[config.mk]
export PLATFORM = sky130hd
export DESIGN_NAME = zx_sram_arbiter
export DESIGN_NICKNAME = d
export VERILOG_FILES = /design/src/rtl/zx_sram_arbiter_pkg.sv /design/src/rtl/zx_arb_pick.sv /design/src/rtl/zx_sram_arbiter.sv
export SDC_FILE = /design/constraint.sdc
export NUM_CORES = 1
export LEC_CHECK = 0
export BUFFER_PORTS_ARGS = -buffer_cell sky130_fd_sc_hd__buf_2
export CORE_UTILIZATION = 43
export CTS_BUF_LIST = sky130_fd_sc_hd__clkbuf_8 sky130_fd_sc_hd__clkbuf_16
export DETAILED_ROUTE_END_ITERATION = 7
export HOLD_SLACK_MARGIN = 0.12
export PLACE_DENSITY = 0.8
export SYNTH_ARGS = -nofsm -noshare
export SYNTH_HDL_FRONTEND = slang
export SYNTH_SLANG_ARGS = --single-unit
[constraint.sdc]
create_clock -name clk28 -period 2 [get_ports clk28]
set_input_delay 0.1 -clock clk28 [delete_from_list [all_inputs] [get_ports clk28]]
set_output_delay 0.1 -clock clk28 [all_outputs]
set_load 0.05 [all_outputs]
[src/rtl/zx_sram_arbiter_pkg.sv]
// Shared types for the video/CPU SRAM arbiter: arbitration mode and sequencer states.
package zx_sram_arbiter_pkg;

    typedef enum logic {
        ARB_FIXED,
        ARB_RR
    } arb_mode_t;

    typedef enum logic [2:0] {
        SRAM_IDLE,
        SRAM_RD,
        SRAM_WR_SETUP,
        SRAM_WR,
        SRAM_WR_RECOVER
    } sram_state_t;

endpackage

[src/rtl/zx_arb_pick.sv]
// Combinational priority picker: channel 0 absolute, channels 1..NCH-1 fixed or round-robin.
module zx_arb_pick
    import zx_sram_arbiter_pkg::*;
#(
    parameter int NCH = 4,
    parameter int PW  = 2
) (
    input  logic [NCH-1:0] i_req,
    input  logic [PW-1:0]  i_ptr,
    input  arb_mode_t      i_mode,
    output logic [NCH-1:0] o_gnt,
    output logic           o_valid
);

    logic [NCH-1:0] w_ge;
    logic [NCH-1:0] w_hi;
    logic [NCH-1:0] w_any;

    // Lowest set index among 1..NCH-1, as a one-hot vector.
    function automatic logic [NCH-1:0] first_set(input logic [NCH-1:0] v);
        logic [NCH-1:0] r;
        logic           f;
        r = '0;
        f = 1'b0;
        for (int i = 1; i < NCH; i++) begin
            if (v[i] && !f) begin
                r[i] = 1'b1;
                f    = 1'b1;
            end
        end
        return r;
    endfunction

    always_comb begin
        w_ge = '0;
        for (int i = 1; i < NCH; i++) begin
            w_ge[i] = (i >= int'(i_ptr));
        end
        w_hi    = first_set(i_req & w_ge);
        w_any   = first_set(i_req);
        o_valid = |i_req;
        o_gnt   = '0;
        // Round-robin: first request at/after the pointer, otherwise wrap to the lowest one.
        if (i_req[0]) begin
            o_gnt[0] = 1'b1;
        end else if (i_mode == ARB_RR && |w_hi) begin
            o_gnt = w_hi;
        end else begin
            o_gnt = w_any;
        end
    end

endmodule

[src/rtl/zx_sram_arbiter.sv]
// Shared 512K video/CPU SRAM arbiter and strobe sequencer with write setup/recovery.
module zx_sram_arbiter
    import zx_sram_arbiter_pkg::*;
#(
    parameter int        NCH        = 4,
    parameter int        AW         = 19,
    parameter int        DW         = 8,
    parameter int        ACC_CYCLES = 2,
    parameter arb_mode_t ARB_MODE   = ARB_RR
) (
    input  logic              clk28,
    input  logic              rst_n,
    input  logic [NCH-1:0]    req,
    input  logic [NCH-1:0]    we,
    input  logic [NCH*AW-1:0] addr,
    input  logic [NCH*DW-1:0] wdata,
    output logic [NCH-1:0]    gnt,
    output logic [NCH-1:0]    ack,
    output logic [DW-1:0]     rdata,
    output logic              busy,
    output logic [AW-1:0]     va,
    input  logic [DW-1:0]     vd_in,
    output logic [DW-1:0]     vd_out,
    output logic              vd_oe,
    output logic              n_vrd,
    output logic              n_vwr
);

    localparam int             PW      = (NCH > 2) ? $clog2(NCH) : 1;
    localparam logic [2:0]     RD_LAST = 3'(ACC_CYCLES - 1);
    localparam logic [2:0]     WR_LAST = 3'(ACC_CYCLES - 2);
    localparam logic [NCH-1:0] ONE     = NCH'(1);

    sram_state_t      r_state;
    logic [2:0]       r_cnt;
    logic [PW-1:0]    r_ch;
    logic [PW-1:0]    r_ptr;
    logic [NCH-1:0]   r_gnt;
    logic [NCH-1:0]   r_ack;
    logic [DW-1:0]    r_rdata;
    logic             r_busy;
    logic [AW-1:0]    r_va;
    logic [DW-1:0]    r_vd_out;
    logic             r_vd_oe;
    logic             r_n_vrd;
    logic             r_n_vwr;

    logic [NCH-1:0]   w_mreq;
    logic [NCH-1:0]   w_sel;
    logic             w_valid;
    logic [PW-1:0]    w_idx;
    logic [PW-1:0]    w_nptr;
    logic [AW-1:0]    w_addr;
    logic [DW-1:0]    w_wdata;
    logic             w_we;
    logic [NCH-1:0]   w_ack_oh;

    // The channel being acked this cycle must not win again off its stale req.
    assign w_mreq   = req & ~r_ack;
    assign w_ack_oh = ONE << r_ch;
    assign w_nptr   = (w_idx == PW'(NCH - 1)) ? PW'(1) : w_idx + PW'(1);

    zx_arb_pick #(
        .NCH (NCH),
        .PW  (PW)
    ) u_pick (
        .i_req   (w_mreq),
        .i_ptr   (r_ptr),
        .i_mode  (ARB_MODE),
        .o_gnt   (w_sel),
        .o_valid (w_valid)
    );

    always_comb begin
        w_idx   = '0;
        w_addr  = '0;
        w_wdata = '0;
        w_we    = 1'b0;
        for (int i = 0; i < NCH; i++) begin
            if (w_sel[i]) begin
                w_idx   = PW'(i);
                w_addr  = addr[i*AW +: AW];
                w_wdata = wdata[i*DW +: DW];
                w_we    = we[i];
            end
        end
    end

    always_ff @(posedge clk28) begin
        if (!rst_n) begin
            r_state  <= SRAM_IDLE;
            r_cnt    <= '0;
            r_ch     <= '0;
            r_ptr    <= PW'(1);
            r_gnt    <= '0;
            r_ack    <= '0;
            r_rdata  <= '0;
            r_busy   <= 1'b0;
            r_va     <= '0;
            r_vd_out <= '0;
            r_vd_oe  <= 1'b0;
            r_n_vrd  <= 1'b1;
            r_n_vwr  <= 1'b1;
        end else begin
            r_gnt <= '0;
            r_ack <= '0;
            case (r_state)
                SRAM_IDLE: begin
                    if (w_valid) begin
                        r_gnt    <= w_sel;
                        r_ch     <= w_idx;
                        r_va     <= w_addr;
                        r_vd_out <= w_wdata;
                        r_busy   <= 1'b1;
                        if (!w_sel[0]) r_ptr <= w_nptr;
                        if (w_we) begin
                            r_state <= SRAM_WR_SETUP;
                            r_vd_oe <= 1'b1;
                        end else begin
                            r_state <= SRAM_RD;
                            r_n_vrd <= 1'b0;
                            r_cnt   <= RD_LAST;
                        end
                    end
                end
                SRAM_RD: begin
                    if (r_cnt == 3'd0) begin
                        r_rdata <= vd_in;
                        r_n_vrd <= 1'b1;
                        r_ack   <= w_ack_oh;
                        r_busy  <= 1'b0;
                        r_state <= SRAM_IDLE;
                    end else begin
                        r_cnt <= r_cnt - 3'd1;
                    end
                end
                SRAM_WR_SETUP: begin
                    r_n_vwr <= 1'b0;
                    r_cnt   <= WR_LAST;
                    r_state <= SRAM_WR;
                end
                SRAM_WR: begin
                    if (r_cnt == 3'd0) begin
                        r_n_vwr <= 1'b1;
                        r_state <= SRAM_WR_RECOVER;
                    end else begin
                        r_cnt <= r_cnt - 3'd1;
                    end
                end
                SRAM_WR_RECOVER: begin
                    r_vd_oe <= 1'b0;
                    r_ack   <= w_ack_oh;
                    r_busy  <= 1'b0;
                    r_state <= SRAM_IDLE;
                end
                default: r_state <= SRAM_IDLE;
            endcase
        end
    end

    assign gnt    = r_gnt;
    assign ack    = r_ack;
    assign rdata  = r_rdata;
    assign busy   = r_busy;
    assign va     = r_va;
    assign vd_out = r_vd_out;
    assign vd_oe  = r_vd_oe;
    assign n_vrd  = r_n_vrd;
    assign n_vwr  = r_n_vwr;

endmodule

After elaboration in Yosys (flattened, before gate mapping)
Index checks and enable logic that the tools add are counted.
- register bits after elaboration: 57
- output and inout bits: 47
- word-level logic and storage cells: 110
- $add $sub $neg: 2
- $lt $le $gt $ge: 2
- eq/ne operators: 11
- shifts and indexed selects: 1
- muxes and demuxes: 49
- bitwise gates (word level): 4
- reduce and logical (&&, ||, !) cells: 28
- operator list (operator ; count):
    two-way mux 19 bit ; 4
    two-way mux 8 bit ; 4
    two-way mux 1 bit ; 21
    two-way mux 3 bit ; 7
    AND reduction 3 bit ; 5
    one-hot mux 3 bit (4 select lines) ; 1
    != test 2 bit (second input constant) ; 5
    one-hot mux 3 bit (3 select lines) ; 1
    bitwise AND 4 bit ; 2
    two-way mux 2 bit ; 4
    two-way mux 4 bit ; 2
    one-hot mux 4 bit (2 select lines) ; 1
    AND reduction 4 bit ; 2
    equality test 3 x 2 -> 1 bit (second input constant) ; 2
    zero test 3 bit ; 2
    one-hot mux 1 bit (2 select lines) ; 3
    AND reduction 2 bit ; 3
    nonzero test 2 bit ; 3
    nonzero test 3 bit ; 2
    logical AND 1 bit ; 4
    zero test 1 bit ; 4
    NOT 4 bit ; 1
    OR reduction 4 bit ; 1
    left shift 1 x 2 -> 4 bit (first input constant) ; 1
    other kinds (12) ; 12

Logic depth before layout (Yosys ltp)
Gate-level depths: netlist of run 1.
- word-level depth: 20
- depth in mapped cells: 8
- gate-level depth less buffers: 8

Modules after synthesis
Synthesis of run 1 repeated with hierarchy kept, for this count alone.
- cells, all modules: 371
- area, all modules: 3054.2 um^2
- by module, submodules not included (module ; instances ; cells an instance ; area each (um^2) ; sequential area each (um^2)):
    zx_sram_arbiter ; 1 ; 358 ; 2975.4 ; 1141.1
    zx_arb_pick ; 1 ; 13 ; 78.8 ; 0.0

Worst setup path before layout of run 1
Ideal clock, no wire load.
- kind: register to register
- start: reg r_ack[1] (netlist: ack[1])
- end: reg r_ptr[1]
- setup time: 116 ps
- arrival: 1963 ps
- required time: 1884 ps
- path slack: -79 ps
- stages on the path, launching flop included: 8
- path buffers: 0
- clock period less this slack: 2079 ps
- cell sequence: dfxtp_1 nand2b_1 o21ai_0 nor2_2 or2_2 ha_1 nand2_1 o211a_1
- word-level cells in the longest chain between the ends: 18
- elaborated cells between the ends (all ways): 30
- RTL lines (what ; RTL line ; text):
    start, declared ; zx_sram_arbiter.sv:39 ; logic [NCH-1:0] r_ack;
    start signal, assigned ; zx_sram_arbiter.sv:130 ; r_ack <= w_ack_oh;
    start signal, assigned ; zx_sram_arbiter.sv:152 ; r_ack <= w_ack_oh;
    NOT 4 bit (*) ; zx_sram_arbiter.sv:59 ; assign w_mreq = req & ~r_ack;
    bitwise AND 4 bit (*) ; zx_sram_arbiter.sv:59 ;
    bitwise AND 4 bit ; zx_arb_pick.sv:39 ; w_hi = first_set(i_req & w_ge);
    two-way mux 1 bit ; zx_arb_pick.sv:26 ; if (v[i] && !f) begin
    zero test 1 bit ; zx_arb_pick.sv:26 ;
    logical AND 1 bit ; zx_arb_pick.sv:26 ;
    two-way mux 1 bit ; zx_arb_pick.sv:26 ;
    zero test 1 bit ; zx_arb_pick.sv:26 ;
    [3 not listed] ; -- ;
    two-way mux 4 bit (*) ; zx_arb_pick.sv:46 ; end else if (i_mode == ARB_RR && |w_hi) begin
    two-way mux 3 bit (*) ; zx_arb_pick.sv:44 ; if (i_req[0]) begin
    two-way mux 1 bit ; zx_sram_arbiter.sv:80 ; if (w_sel[i]) begin
    two-way mux 2 bit ; zx_sram_arbiter.sv:80 ;
    two-way mux 2 bit (*) ; zx_sram_arbiter.sv:80 ;
    via w_idx[0] ; zx_sram_arbiter.sv:51 ; logic [PW-1:0] w_idx;
    adder 2 x 1 -> 2 bit / equality test 2 bit (equally long branches) ; zx_sram_arbiter.sv:61 ; assign w_nptr = (w_idx == PW'(NCH - 1)) ? PW'(1) : w_idx + PW'(1);
    two-way mux 2 bit (*) ; zx_sram_arbiter.sv:61 ;
    end signal, assigned ; zx_sram_arbiter.sv:115 ; if (!w_sel[0]) r_ptr <= w_nptr;
    end, declared ; zx_sram_arbiter.sv:37 ; logic [PW-1:0] r_ptr;
The timed path passes the listed nets; every way through them passes the cells marked *.
A chain may end at the register's enable or synchronous reset.

Worst setup path after layout of run 1
- start: reg r_ack[1] (netlist: ack[1])
- end: reg r_va[4] (netlist: va[4])
- word-level cells in the longest chain between the ends: 16
- elaborated cells between the ends (all ways): 27
- RTL lines (what ; RTL line ; text):
    NOT 4 bit (*) ; zx_sram_arbiter.sv:59 ;
    bitwise AND 4 bit (*) ; zx_sram_arbiter.sv:59 ;
    bitwise AND 4 bit ; zx_arb_pick.sv:39 ;
    two-way mux 1 bit ; zx_arb_pick.sv:26 ;
    zero test 1 bit ; zx_arb_pick.sv:26 ;
    logical AND 1 bit ; zx_arb_pick.sv:26 ;
    two-way mux 1 bit ; zx_arb_pick.sv:26 ;
    zero test 1 bit ; zx_arb_pick.sv:26 ;
    logical AND 1 bit ; zx_arb_pick.sv:26 ;
    two-way mux 1 bit ; zx_arb_pick.sv:26 ;
    OR reduction 3 bit ; zx_arb_pick.sv:46 ;
    two-way mux 4 bit ; zx_arb_pick.sv:46 ;
    two-way mux 3 bit ; zx_arb_pick.sv:44 ;
    two-way mux 19 bit (3 in a row) ; zx_sram_arbiter.sv:80 ;
    end signal, assigned ; zx_sram_arbiter.sv:112 ; r_va <= w_addr;
    end, declared ; zx_sram_arbiter.sv:42 ; logic [AW-1:0] r_va;
Every way passes the cells marked *; elsewhere a longest branch is shown, timed or not.

==> out/qor.yml, run 1 <==
final_layout:
  stdcell_area_sq_um: 5370
  register_area_sq_um: 1140
  fillCellCount: 226
  multi_input_comb_area_sq_um: 1670
  num-nets-final: 739
  layout-drive-gt1-share_pct: 41.3
  mostFrequentLayoutCells: "172 x buf_2, 115 x dlygate4sd3_1, 54 x dfxtp_1"
  syn2layout_area_growth_pct: 93.3
  layout_commonest_cell: "buf_2"
  utilization_pct: 88.6
cts:
  cts_buffers: 9
  clk_pin_slew_ns: 0.07
  cts_buffer_depth: 2
  cts_tree: "yes"
  cts.sinks: 57
  clock-root-buffer: "clkbuf_8"
  h-tree-depth: 3
  clk_latency_ns: 0.35
floorplanning:
  die_x_um: 82.4
  core_sq_um: 6060
  num_rows: 28
  fp.dieH_um: 82.4
  ios: 173
  initial_core_util_pct: 45.9
  dieArea_sq_um: 6790
sta:
  slew_violations: 0
  maxSlewHeadroom_pct: 46.8
  hold_viol: 0
  rsz0062_at_grt: "yes"
  skew_ns: 0.0141
  fmaxAchievable_mhz: 467
  finalSetupTns_ns: -0.827
  worst_pin_slew_ns: 0.792
  final.setup.worst_slack_ns: -0.141
  post-route-period-util_pct: 107
  setup_viol: 17
  layout_min_cycle_time_ns: 2.14
power:
  p_per_area_nw_per_um2: 1090
  switching_power_w: 0.00291
  ir_drop_v: 0.000782
  finalPower_w: 0.00584
  power_frac_comb_pct: 54.4
  seqPwrFrac_pct: 28.3
  switching_share_pct: 49.9
  clock_power_share_pct: 17.4
  leakage_nw: 2.41
  internal_power_w: 0.00293
worst_setup_path:
  path_class: "reg2reg"
  worstPathArrival_ns: 2.35
  cp_cell_sequence: "and2b_2 -> nor4b_4 -> buf_12 -> nor4_4 -> buf_4 -> buf_4 -> o21ai_0 -> a21oi_1"
  crit_fanout: 13
  critPathSlowestCell: "nor4b_4"
  critical_path.max_stage_delay_ns: 0.41
  crit_path_start_kind: "flip-flop"
  end_kind: "flip-flop"
  path_common_cell: "buf_4"
  required_ns: 2.21
yosys:
  yosysTopAreaCell: "dfxtp_1"
  syn_area_sq_um: 2780
  synth_enable_flop_cells: 0
  synth_nets: 437
  synth_area_leaders: "dfxtp_1 41%, a22oi_1 7.8%, o21ai_0 5.6%"
  synth_seq_cells: 57
  syn_inst: 308
  syn_avg_cell_area_sq_um: 9.02
  ys.flop_type: "dfxtp_1"
  synth_top_area_share_pct: 41.1
  ys.warnings.count: 0
  yosysSeqAreaShare_pct: 41.1
  synthArstFlopShare_pct: 0
  yosys.cell_types.count: 47
placed_design:
  hpwl_um: 6760
  placed_cell_area_sq_um: 3790
  port_buffers: 172
  place.gp.congestion: 0.815
  dp_worst_setup_slack_ns: -0.127
routing:
  drcViolationCount: 61
  routed_wl_um: 19300
  avgViaCountPerCell: 6.95
  dr_total_vias: 4815
  drt-pass1-iter-count: 8
  ant_nets: 0
  drt_iter0_drc: 1013
  routedWlPerCell_um: 27.8
global_routing:
  grt-ovfl-total: 0
  track_usage_pct: 48.5
  grt_max_degree: 41
  grt_pass1_wl_um: 23800
  first_global_vias: 4607
  antenna_found_initial: 1
status:
  outcome: "finished with violations"
  violations: "design-rule violations, negative setup slack"
flow_run:
  cap_violations: 0
worst_hold_path:
  hp-class: "in2reg"
==> final cells by class <==
type	instances	share of cell area (%)
Clock buffer	11	2.82
Tap cell	75	1.75
Antenna cell	3	0.140
Timing Repair Buffer	313	42.1
Multi-Input combinational cell	224	31.1
Clock inverter	5	0.419
Inverter	5	0.349
Sequential cell	57	21.3
==> logic make-up after synthesis <==
family	after synthesis	share of synthesized area [%]
simple gates	83	17.9
compound gates	133	34.0
xor+xnor	1	0.315
fa+ha+maj	3	1.35
flops	57	41.1
mux	1	0.360
buf+inv	30	5.00
==> what timing repair did <==
item	CTS	global route
gates cloned	2	1
setup buffers	1	4
hold buffers	114	1
resized for setup	2	41
pin swaps	2	13
endpoints found under the hold margin	35	1
setup endpoints to repair	23	47
==> registers in the layout, indices dropped and copies added, names as in the netlist <==
signal / cells
va: 19
ack: 4
gnt: 4
n_vwr: 1
busy: 1
r_ch: 2
r_ptr: 2
r_cnt: 3
r_state: 3
rdata: 8
vd_out: 8
n_vrd: 1
vd_oe: 1
==> worst max-delay path: cells and delay by family (launching register included) <==
kind,cells,cell delay (ns)
AO/OA/AOI/OAI,2,0.43
buffers and inverters,3,0.53
flip-flops,1,0.34
AND/OR/NAND/NOR,3,0.69
==> power by group through the flow <==
stage,clock network (W),logic (W),registers (W)
after floorplan,0,0.000919,0.00232
after CTS,0.000964,0.00254,0.00155
after global placement,0,0.00228,0.00156
final,0.00101,0.00318,0.00165
after global routing,0.00106,0.00325,0.00167
after detailed placement,0,0.00231,0.00156
==> metrics by stage <==
stage | hold slack [ns] | cells
6_report | 0.193 | 693
5_1_grt | 0.149 | 692
4_1_cts | 0.129 | 684
3_5_place_dp | 0.360 | 551
3_3_place_gp | 0.351 | 551
2_1_floorplan | 0.245 | 308
==> Yosys cell counts, types with 2 or more instances <==
master    instances
buf_6             2
a21oi_1          28
nor2b_1           3
nand3b_1          2
nor2_1           11
a221oi_1         15
and2_1            3
inv_1             5
nor3_1            7
dfxtp_1          57
a21boi_0          8
nand2b_1          2
o221ai_1          4
a22oi_1          29
buf_2             9
and3_1            4
o21a_1            2
a221oi_2          8
a31oi_1           4
nand2_1          30
ha_1              3
nand3_1           3
clkbuf_1         13
o21ai_0          31
and2b_1           2
or3_1             2
==> metal layers <==
layer  global-route usage [%]  share of wire [%]  vias up
li1                         -                  -     1794
met1                     53.2                 31     2129
met2                     72.8                 41      627
met3                     20.8                 16      265
met4                     39.5                 12        0
met5                        0                  0        -
==> final timing paths <==
kind / cells after the start / slack, ns / endpoint / start
hold reg to reg: 2 / 0.47 / rdata[3] / rdata[3]
hold / removal: 3 / 0.19 / vd_out[7] / wdata[7]
setup reg to reg: 8 / -0.14 / va[4] / ack[1]
setup / recovery: 8 / -0.14 / va[4] / ack[1]
Power figures use the tool's default switching activity.
==> run 2, diff against run 1 <==
--- a/config.mk
+++ b/config.mk
@@ -5,7 +5,7 @@
 export SDC_FILE = /design/constraint.sdc
 export NUM_CORES = 1
 export LEC_CHECK = 0
-export BUFFER_PORTS_ARGS = -buffer_cell sky130_fd_sc_hd__buf_2
+export BUFFER_PORTS_ARGS = -buffer_cell sky130_fd_sc_hd__clkbuf_2
 export CORE_UTILIZATION = 43
 export CTS_BUF_LIST = sky130_fd_sc_hd__clkbuf_8 sky130_fd_sc_hd__clkbuf_16
 export DETAILED_ROUTE_END_ITERATION = 7
==> out/qor.yml, run 2 (synthesized netlist as in run 1, its figures left out) <==
final_layout:
  instances_no_fill: 686  # -1.0%
  num-nets-final: 736  # -0.41%
  syn2layout_area_growth_pct: 87.2
  layout-drive-gt1-share_pct: 38.8  # -2.5 points
  layout_commonest_cell: "clkbuf_2"
  largest_reg_flops: 19  # unchanged
  mostFrequentLayoutCells: "172 x clkbuf_2, 113 x dlygate4sd3_1, 56 x dfxtp_1"
  utilization_pct: 85.8  # -2.8 points
floorplanning:
  dieArea_sq_um: 6790  # unchanged
  num_rows: 28  # unchanged
  die_x_um: 82.4  # unchanged
  core_sq_um: 6060  # unchanged
  fp.dieH_um: 82.4  # unchanged
  initial_core_util_pct: 45.9  # unchanged
  ios: 173  # unchanged
placed_design:
  port_buffers: 172  # unchanged
  hpwl_um: 6590  # -2.5%
  place.gp.congestion: 0.809  # -0.64%
  dp_worst_setup_slack_ns: -0.152  # -0.0251 ns
  dp_cells: 550  # -0.18%
power:
  leakage_nw: 2.37  # -1.7%
  ir_drop_v: 0.000661  # -15%
  switching_power_w: 0.00268  # -8.0%
  power_frac_comb_pct: 52.5  # -1.9 points
  internal_power_w: 0.00287  # -1.9%
  clock_power_share_pct: 18.2  # +0.8 points
  p_per_area_nw_per_um2: 1070  # -1.8%
  seqPwrFrac_pct: 29.3  # +1.0 points
  switching_share_pct: 48.3  # -1.6 points
  finalPower_w: 0.00555  # -4.9%
worst_setup_path:
  crit_fanout: 12  # -1
  required_ns: 2.17  # -0.04 ns
  reg2reg_to: "r_ptr[0]"
  reg2reg_setup_slack_ns: -0.28  # -0.14 ns
  end_kind: "flip-flop"
  r2r-start: "ack[1]"
  path_class: "reg2reg"
  worstPathArrival_ns: 2.45  # +0.10 ns
  crit_path_start_kind: "flip-flop"
  r2r_cells: 7  # -1
sta:
  maxSlewHeadroom_pct: 47.8  # +1.0 points
  setup_viol: 15  # -2
  hold_viol: 0  # unchanged
  post-route-period-util_pct: 114  # +7.1 points
  final.setup.worst_slack_ns: -0.284  # -0.143 ns
  slew_violations: 0  # unchanged
  rsz0062_at_grt: "yes"
  skew_ns: 0.00823  # -0.00584 ns
  worst_pin_slew_ns: 0.783  # -0.00934 ns
  layout_min_cycle_time_ns: 2.28  # +0.143 ns
  fmaxAchievable_mhz: 438  # -6.3%
cts:
  cts.sinks: 57  # unchanged
  cts_tree: "yes"
  clk_latency_ns: 0.34  # about the same
  h-tree-depth: 3  # unchanged
  clk_pin_slew_ns: 0.07  # about the same
  cts_buffer_depth: 2  # unchanged
  clock-root-buffer: "clkbuf_8"
  cts_buffers: 9  # unchanged
worst_hold_path:
  hold-path-endpoint: "va[8]"
  hold_path_depth: 3  # unchanged
  min_from: "addr[65]"
  hp-class: "in2reg"
routing:
  drt_iter0_drc: 803  # -21%
  avgViaCountPerCell: 6.70  # -3.5%
  drcViolationCount: 0  # -100%
  dr_total_vias: 4598  # -4.5%
  routed_wl_um: 16800  # -13%
  ant_nets: 0  # unchanged
  drt-pass1-iter-count: 7  # -1
  routedWlPerCell_um: 24.5  # -12%
global_routing:
  first_global_vias: 4383  # -4.9%
  grt_max_degree: 42  # +2.4%
  antenna_found_initial: 1  # unchanged
  track_usage_pct: 44.5  # -4.0 points
  grt_pass1_wl_um: 22000  # -7.4%
  grt-ovfl-total: 0  # unchanged
status:
  violations: "negative setup slack"
  outcome: "finished with violations"
flow_run:
  cap_violations: 0  # unchanged
==> run 2: worst max-delay path, cell delays in order, from the launching register on <==
cell and delay [ns]:
dfxtp_1 0.32, and2b_1 0.22, nor4b_4 0.46, buf_4 0.23, or4_4 0.27, nor2_1 0.12, o21ai_1 0.34, nand2_1 0.15
==> run 2: power by group through the flow <==
stage	Combinational (W)	Sequential, W	Clock (W)
2_1_floorplan	0.000919	0.00232	0
3_3_place_gp	0.00226	0.00156	0
3_5_place_dp	0.00230	0.00157	0
4_1_cts	0.00251	0.00156	0.000952
5_1_grt	0.00300	0.00164	0.00105
6_report	0.00291	0.00163	0.00101
==> run 2: layer usage <==
metal	part of all wire (%)	track usage (%)
met5	0	0
met3	13	12.5
met4	11	34.9
met1	32	50.1
met2	43	70.7
==> run 2: cell type report <==
type	count	area [sq um]
clock buffer	12	165
fill	253	858
tap	75	93.8
clock inverter	1	3.75
antenna	2	5.00
sequential	57	1140
inverter	5	18.8
multi-input combinational	223	1560
timing repair buffer	311	2220
==> run 2: timing repair <==
item,in CTS,in global routing
cloned,1,1
setup endpoints to repair,19,37
setup buffers,1,5
endpoints found under the hold margin,35,0
pin swaps,2,3
hold buffers,113,0
resized for setup,3,8
==> run 2: how the worst max path moves through the flow <==
| stage | startpoint | to | slack (ns) |
|---|---|---|---|
| floorplan | ack[3] | r_ptr[1] | 0.03 |
| global placement | ack[0] | vd_out[2] | -0.04 |
| detailed placement | ack[0] | vd_out[1] | -0.15 |
| CTS | ack[0] | va[17] | 0.01 |
| global route | ack[1] | r_ptr[0] | -0.28 |
| finish | ack[1] | r_ptr[0] | -0.28 |
==> run 2: stage by stage <==
stage	cell area [sq um]	hold slack, ns	setup TNS [ns]
final	5200	0.140	-0.939
after global routing	5200	0.208	-2.01
after CTS	5110	0.121	0
after detailed placement	3790	0.346	-1.57
after global placement	3790	0.333	-0.171
after floorplan	2780	0.245	0
